$ cat config.mk
export PLATFORM = sky130hd
export DESIGN_NAME = text_glyph_shifter
export DESIGN_NICKNAME = d
export VERILOG_FILES = /design/src/rtl/text_glyph_shifter.sv
export SDC_FILE = /design/constraint.sdc
export NUM_CORES = 1
export LEC_CHECK = 0
export BUFFER_PORTS_ARGS = -buffer_cell sky130_fd_sc_hd__buf_2
export CAP_MARGIN = 25
export CELL_PAD_IN_SITES_DETAIL_PLACEMENT = 0
export CELL_PAD_IN_SITES_GLOBAL_PLACEMENT = 2
export CORE_ASPECT_RATIO = 0.6
export CORE_UTILIZATION = 42
export CTS_BUF_LIST = sky130_fd_sc_hd__clkbuf_2 sky130_fd_sc_hd__clkbuf_4 sky130_fd_sc_hd__clkbuf_8
export DETAILED_ROUTE_END_ITERATION = 7
export PLACE_DENSITY_LB_ADDON = 0.1
export SYNTH_ARGS = -nofsm -noshare
export SYNTH_HDL_FRONTEND = slang
export SYNTH_SLANG_ARGS = --single-unit
$ cat constraint.sdc
create_clock -name clk -period 3.7 [get_ports clk]
set_clock_uncertainty 0.15 [all_clocks]
set_input_delay 0.74 -clock clk [delete_from_list [all_inputs] [get_ports clk]]
set_output_delay 0.74 -clock clk [all_outputs]
set_load 0.05 [all_outputs]
$ cat src/rtl/text_glyph_shifter.sv
// Text-mode glyph stage: fetches a font byte per character cell and serializes it MSB-first into 4-bit colours.
// Optional build macro TEXT_CURSOR_EN adds cursor_in, which inverts the fetched glyph byte of that cell.
module text_glyph_shifter #(
  parameter int ADDR_W = 13,
  parameter int ROW_W  = 4
) (
  input  logic              clk,
  input  logic              reset,
  input  logic              char_valid,
  output logic              char_ready,
  input  logic [7:0]        char_code,
  input  logic [7:0]        char_attr,
  input  logic              font_bank,
  input  logic [ROW_W-1:0]  glyph_row,
`ifdef TEXT_CURSOR_EN
  input  logic              cursor_in,
`endif
  output logic [ADDR_W-1:0] font_rd_addr,
  input  logic [7:0]        font_data,
  input  logic              pix_en,
  output logic              pix_valid,
  output logic [3:0]        pix_color,
  output logic              underrun
);

  logic              f1_q, f1_d;
  logic              f2_q, f2_d;
  logic [ADDR_W-1:0] addr_q, addr_d;
  logic [7:0]        lat_attr_q, lat_attr_d;
  logic [7:0]        hold_bits_q, hold_bits_d;
  logic [7:0]        hold_attr_q, hold_attr_d;
  logic              hold_valid_q, hold_valid_d;
  logic [7:0]        shift_bits_q, shift_bits_d;
  logic [7:0]        shift_attr_q, shift_attr_d;
  logic [2:0]        shift_cnt_q, shift_cnt_d;
  logic              shift_valid_q, shift_valid_d;
  logic              underrun_q, underrun_d;
  logic              accept_s;
  logic              last_s;
  logic              load_s;
  logic [7:0]        glyph_s;

  assign char_ready   = ~(f1_q | f2_q | hold_valid_q);
  assign font_rd_addr = addr_q;
  assign pix_valid    = shift_valid_q;
  assign underrun     = underrun_q;

`ifdef TEXT_CURSOR_EN
  logic lat_cursor_q, lat_cursor_d;

  // Cursor flag travels with the cell; a set flag inverts the glyph so fg and bg swap.
  always_comb begin
    lat_cursor_d = lat_cursor_q;
    if (accept_s) begin
      lat_cursor_d = cursor_in;
    end else begin
      lat_cursor_d = lat_cursor_q;
    end
    if (lat_cursor_q) begin
      glyph_s = font_data ^ 8'hFF;
    end else begin
      glyph_s = font_data;
    end
  end

  // Cursor latch register.
  always_ff @(posedge clk or posedge reset) begin
    if (reset) begin
      lat_cursor_q <= 1'b0;
    end else begin
      lat_cursor_q <= lat_cursor_d;
    end
  end
`else
  assign glyph_s = font_data;
`endif

  // Fetch pipeline: accept drives the address, f1/f2 track the one-clock BRAM latency.
  always_comb begin
    accept_s   = char_valid & char_ready;
    f1_d       = accept_s;
    f2_d       = f1_q;
    addr_d     = addr_q;
    lat_attr_d = lat_attr_q;
    if (accept_s) begin
      addr_d     = ADDR_W'({font_bank, char_code, glyph_row});
      lat_attr_d = char_attr;
    end else begin
      addr_d     = addr_q;
      lat_attr_d = lat_attr_q;
    end
  end

  // Hold buffer: captured when f2 is set, emptied when the shifter takes it.
  always_comb begin
    last_s      = (shift_cnt_q == 3'd7);
    load_s      = hold_valid_q & (~shift_valid_q | (pix_en & last_s));
    hold_bits_d = hold_bits_q;
    hold_attr_d = hold_attr_q;
    hold_valid_d = hold_valid_q;
    if (f2_q) begin
      hold_bits_d  = glyph_s;
      hold_attr_d  = lat_attr_q;
      hold_valid_d = 1'b1;
    end else if (load_s) begin
      hold_valid_d = 1'b0;
    end else begin
      hold_valid_d = hold_valid_q;
    end
  end

  // Pixel shifter: a reload on the eighth pixel keeps back-to-back cells gapless.
  always_comb begin
    shift_bits_d  = shift_bits_q;
    shift_attr_d  = shift_attr_q;
    shift_cnt_d   = shift_cnt_q;
    shift_valid_d = shift_valid_q;
    if (load_s) begin
      shift_bits_d  = hold_bits_q;
      shift_attr_d  = hold_attr_q;
      shift_cnt_d   = 3'd0;
      shift_valid_d = 1'b1;
    end else if (pix_en & shift_valid_q) begin
      shift_bits_d  = {shift_bits_q[6:0], 1'b0};
      shift_cnt_d   = shift_cnt_q + 3'd1;
      shift_valid_d = ~last_s;
    end else begin
      shift_valid_d = shift_valid_q;
    end
  end

  // Colour output and underrun detection.
  always_comb begin
    underrun_d = pix_en & ~shift_valid_q;
    pix_color  = 4'h0;
    if (!shift_valid_q) begin
      pix_color = 4'h0;
    end else if (shift_bits_q[7]) begin
      pix_color = shift_attr_q[3:0];
    end else begin
      pix_color = shift_attr_q[7:4];
    end
  end

  // State registers.
  always_ff @(posedge clk or posedge reset) begin
    if (reset) begin
      f1_q          <= 1'b0;
      f2_q          <= 1'b0;
      addr_q        <= '0;
      lat_attr_q    <= 8'h00;
      hold_bits_q   <= 8'h00;
      hold_attr_q   <= 8'h00;
      hold_valid_q  <= 1'b0;
      shift_bits_q  <= 8'h00;
      shift_attr_q  <= 8'h00;
      shift_cnt_q   <= 3'd0;
      shift_valid_q <= 1'b0;
      underrun_q    <= 1'b0;
    end else begin
      f1_q          <= f1_d;
      f2_q          <= f2_d;
      addr_q        <= addr_d;
      lat_attr_q    <= lat_attr_d;
      hold_bits_q   <= hold_bits_d;
      hold_attr_q   <= hold_attr_d;
      hold_valid_q  <= hold_valid_d;
      shift_bits_q  <= shift_bits_d;
      shift_attr_q  <= shift_attr_d;
      shift_cnt_q   <= shift_cnt_d;
      shift_valid_q <= shift_valid_d;
      underrun_q    <= underrun_d;
    end
  end

endmodule

* Word-level counts from Yosys, hierarchy flattened
Index checks and enable logic that the tools add are counted.
Operators by class: add/subtract/negate cells 1, eq/ne operators 1, mux-type cells 10, bitwise operators 11, reduce and logical (&&, ||, !) cells 2
Operator list (count):
- 8-bit two-way mux | 2
- 4-bit two-way mux | 2
- 3-bit two-way mux | 2
- 1-bit bitwise AND | 5
- 1-bit two-way mux | 4
- 2-bit nonzero test | 2
- 3-bit by 1-bit adder with 3-bit output (second input constant) | 1
- 3-bit equality test (second input constant) | 1
- 1-bit inverter | 3
- 1-bit bitwise OR | 3
Word-level totals: register bits 61, input port bits 33, output and inout port bits 20, word-level logic and storage cells 37

* Logic depth before layout (Yosys ltp)
word-level depth 6, depth in mapped cells 6

* Worst setup path after synthesis
No wires, ideal clock.
path type register -> output, from register shift_valid_q, in the netlist pix_valid, to output port pix_color[0], data arrival time 1.800 ns, data required time 2.810 ns, setup slack 1.010 ns, stages on the path, launching flop included 4, path buffers 2, path through dfrtp_1 > buf_2 > buf_2 > nor2b_1
On the way: longest elaborated chain between the ends 1
RTL lines:
- start, declared | RTL line 36 | logic shift_valid_q, shift_valid_d;
- start signal, assigned | RTL line 171 | shift_valid_q <= shift_valid_d;
- 4-bit two-way mux | RTL line 136 | if (!shift_valid_q) begin
- end, declared | RTL line 22 | output logic [3:0] pix_color,
Every way passes these cells.

* Worst setup path after layout
from register f2_q, to output port char_ready
On the way: longest elaborated chain between the ends 3
RTL lines:
- start, declared | RTL line 27 | logic f2_q, f2_d;
- start signal, assigned | RTL line 149 | f2_q <= 1'b0;
- start signal, assigned | RTL line 162 | f2_q <= f2_d;
- 1-bit bitwise OR (2 in series) | RTL line 43 | assign char_ready = ~(f1_q | f2_q | hold_valid_q);
- 1-bit inverter | RTL line 43
- end, declared | RTL line 10 | output logic char_ready,
Every way passes these cells.

==> impl_metrics.ini <==
[clocking]
clk_latency_ns = 0.33
cts_sinks = 61
cts_resized = 0
cts.path.max_buffers = 2
clkSlewWorstSetupHoldPaths_ns = 0.07
post_cts_buffers = 0
htree_levels = 3
cts_buffers = 9
cts-root-buf = clkbuf_8
cts_hold_buf = 0
cts_tree = yes

[detailed_routing]
viasPerCell = 4.85
first_pass_iters = 4
ant_nets = 0
finalWirelength_um = 4750
wl_per_cell_um = 14.8
vias = 1563
remaining_drc_errors = 0
drt-initial-drc-count = 46

[setup_path]
r2r-start = pix_valid
r2r_cells = 3
critPathKind = reg2out
crit_fanout = 19
endpoint_kind = output port
r2r-end = shift_attr_q[1]
cp.arrival_ns = 1.62
setup.worst_path.start_class = flip-flop
required_ns = 2.81
r2r_slack_ns = 1.59

[logic_synthesis]
syn_area_sq_um = 2660
synthCells = 182
synthFlopType = dfrtp_1
ys_seq_elements = 61
synth_edf_count = 0
async_reset_ff_share_pct = 100
synth_warnings = 0
yosysUniqueCellTypes = 27
syn-num-nets = 217
syn-mean-instance-area_sq_um = 14.6
seq_area_frac_synth_pct = 57.4

[final_layout]
num_antenna_cells = 0
syn_to_final_growth_pct = 16.0
drive_gt1_share_pct = 48.7
layout.nets = 270

[run_status]
status = finished, final reports clean

[sta]
tns_ns = 0
fmax_mhz = 398
maxSlewViolCount = 0
tightest_slew_ns = 0.837
hold_violations = 0
final-setup-viol-count = 0
maxSlewHeadroom_pct = 44.2
fin_crit_ns = 2.51
rsz0062_at_grt = no
fin_crit_sh_pct = 67.9

[place]
dp_hpwl_um = 3320
io_buffers = 52
gp_congestion = 0.696

[min_path]
worstHoldStart = f1_q
whs_path_depth = 0
hold_path_class = reg2reg
hold_end = f2_q

[die]
num_io_pins = 53
start_util_pct = 43.5
core_area_sq_um = 6110
std_cell_rows = 22
dieArea_sq_um = 6660
die_x_um = 105
die_h_um = 63.6

[global_routing]
grt_pass1_vias = 1619
grtUsageTotal_pct = 16.4
grt_first_pass_wirelength_um = 8110
antenna_found_initial = 0
grt.overflow.total = 0
grt_max_degree = 35

[job]
cap_violations = 0

[power_and_ir_drop]
p_per_area_nw_per_um2 = 917
p_leak_uw = 0.00151
total_power_uw = 2830
vdd_ir_drop_max_mv = 0.407
[final cells by class]
type	count	area (sq um)
clock buffers	11	139
clock inverters	3	15.0
fillers	564	3030
inverters	6	22.5
multi-input cells	104	1010
flip-flops and latches	61	1530
well taps	84	105
repair buffers	53	268
[synthesized netlist by cell type (all sizes together), types with 2 or more instances]
master  instances  area (sq um)
ha              2          25.0
nor2b           5          31.3
inv             6          22.5
o22ai           9          56.3
dfrtp          61          1530
clkbuf          2          7.51
mux2i          12           120
buf             9          93.8
nand3           2          10.0
nand2b         11          68.8
mux2           46           589
nand2           2          10.0
a21oi           8          40.0
[per-layer routing]
| layer | routed length (um) | GRT usage, % | vias up |
|---|---|---|---|
| li1 | - | - | 736 |
| met2 | 2080 | 23.8 | 52 |
| met5 | 0 | 0 | - |
| met3 | 289 | 6.52 | 7 |
| met4 | 56 | 6.87 | 0 |
| met1 | 2330 | 21.8 | 768 |
[metrics by stage]
step | cells | instance area, sq um | hold WS [ns] | util [%] | setup WS, ns
CTS | 322 | 3080 | 0.285 | 50.5 | 1.14
finish | 322 | 3080 | 0.283 | 50.5 | 1.19
detailed placement | 308 | 2930 | 0.270 | 48.0 | 1.44
floorplan | 182 | 2660 | 0.258 | - | 1.01
global route | 322 | 3080 | 0.294 | 50.5 | 1.07
global placement | 308 | 2930 | 0.269 | 48.0 | 1.53
[worst max path at each step]
stage,startpoint,end
5_1_grt,f2_q,char_ready
3_3_place_gp,pix_en,shift_attr_q[4]
6_report,f2_q,char_ready
2_1_floorplan,pix_valid,pix_color[0]
4_1_cts,f2_q,char_ready
3_5_place_dp,pix_en,shift_attr_q[1]
[flip-flops by register name (all words and copies together), names as in the netlist]
| name | count |
|---|---|
| f2_q | 1 |
| lat_attr_q | 8 |
| font_rd_addr | 13 |
| hold_attr_q | 8 |
| underrun | 1 |
| hold_valid_q | 1 |
| shift_bits_q | 8 |
| pix_valid | 1 |
| shift_attr_q | 8 |
| hold_bits_q | 8 |
| f1_q | 1 |
| shift_cnt_q | 3 |
[where the power goes]
| group | total (uW) | internal (uW) | switching (uW) |
|---|---|---|---|
| clock | 478 | 246 | 232 |
| combinational | 1150 | 503 | 647 |
| sequential | 1200 | 975 | 224 |
[cells by family (layout without fill, tap and decap cells)]
logic type                 after synthesis  after routing  synth area share (%)
and+or+nand+nor                         23             23                  5.69
DFF                                     61             61                  57.4
buffers and inverters                   17             73                  4.66
adders and majority gates                2              2                 0.941
muxes                                   58             58                  26.7
AOI/OAI and AO/OA                       21             21                  4.61
[cell usage in the layout, fill, tap and decap left out]
cell / count
dfrtp_1: 61
buf_2: 52
mux2_2: 25
mux2_4: 19
mux2i_1: 12
nand2b_1: 11
o22ai_1: 9
clkbuf_8: 9
a21oi_1: 8
inv_1: 5
nor2b_1: 5
clkinv_2: 3
nand3_1: 2
mux2_1: 2
ha_1: 2
clkbuf_4: 2
nor3_4: 1
and2_4: 1
nand2_2: 1
a21boi_1: 1
inv_2: 1
nand2_1: 1
o21ai_0: 1
or2_2: 1
a31oi_1: 1
a21o_1: 1
buf_4: 1
[worst max-delay path, stage by stage (launching register included)]
cell,delay (ns)
dfrtp_1,0.69
nor3_4,0.30
buf_2,0.29
Power figures use the tool's default switching activity.
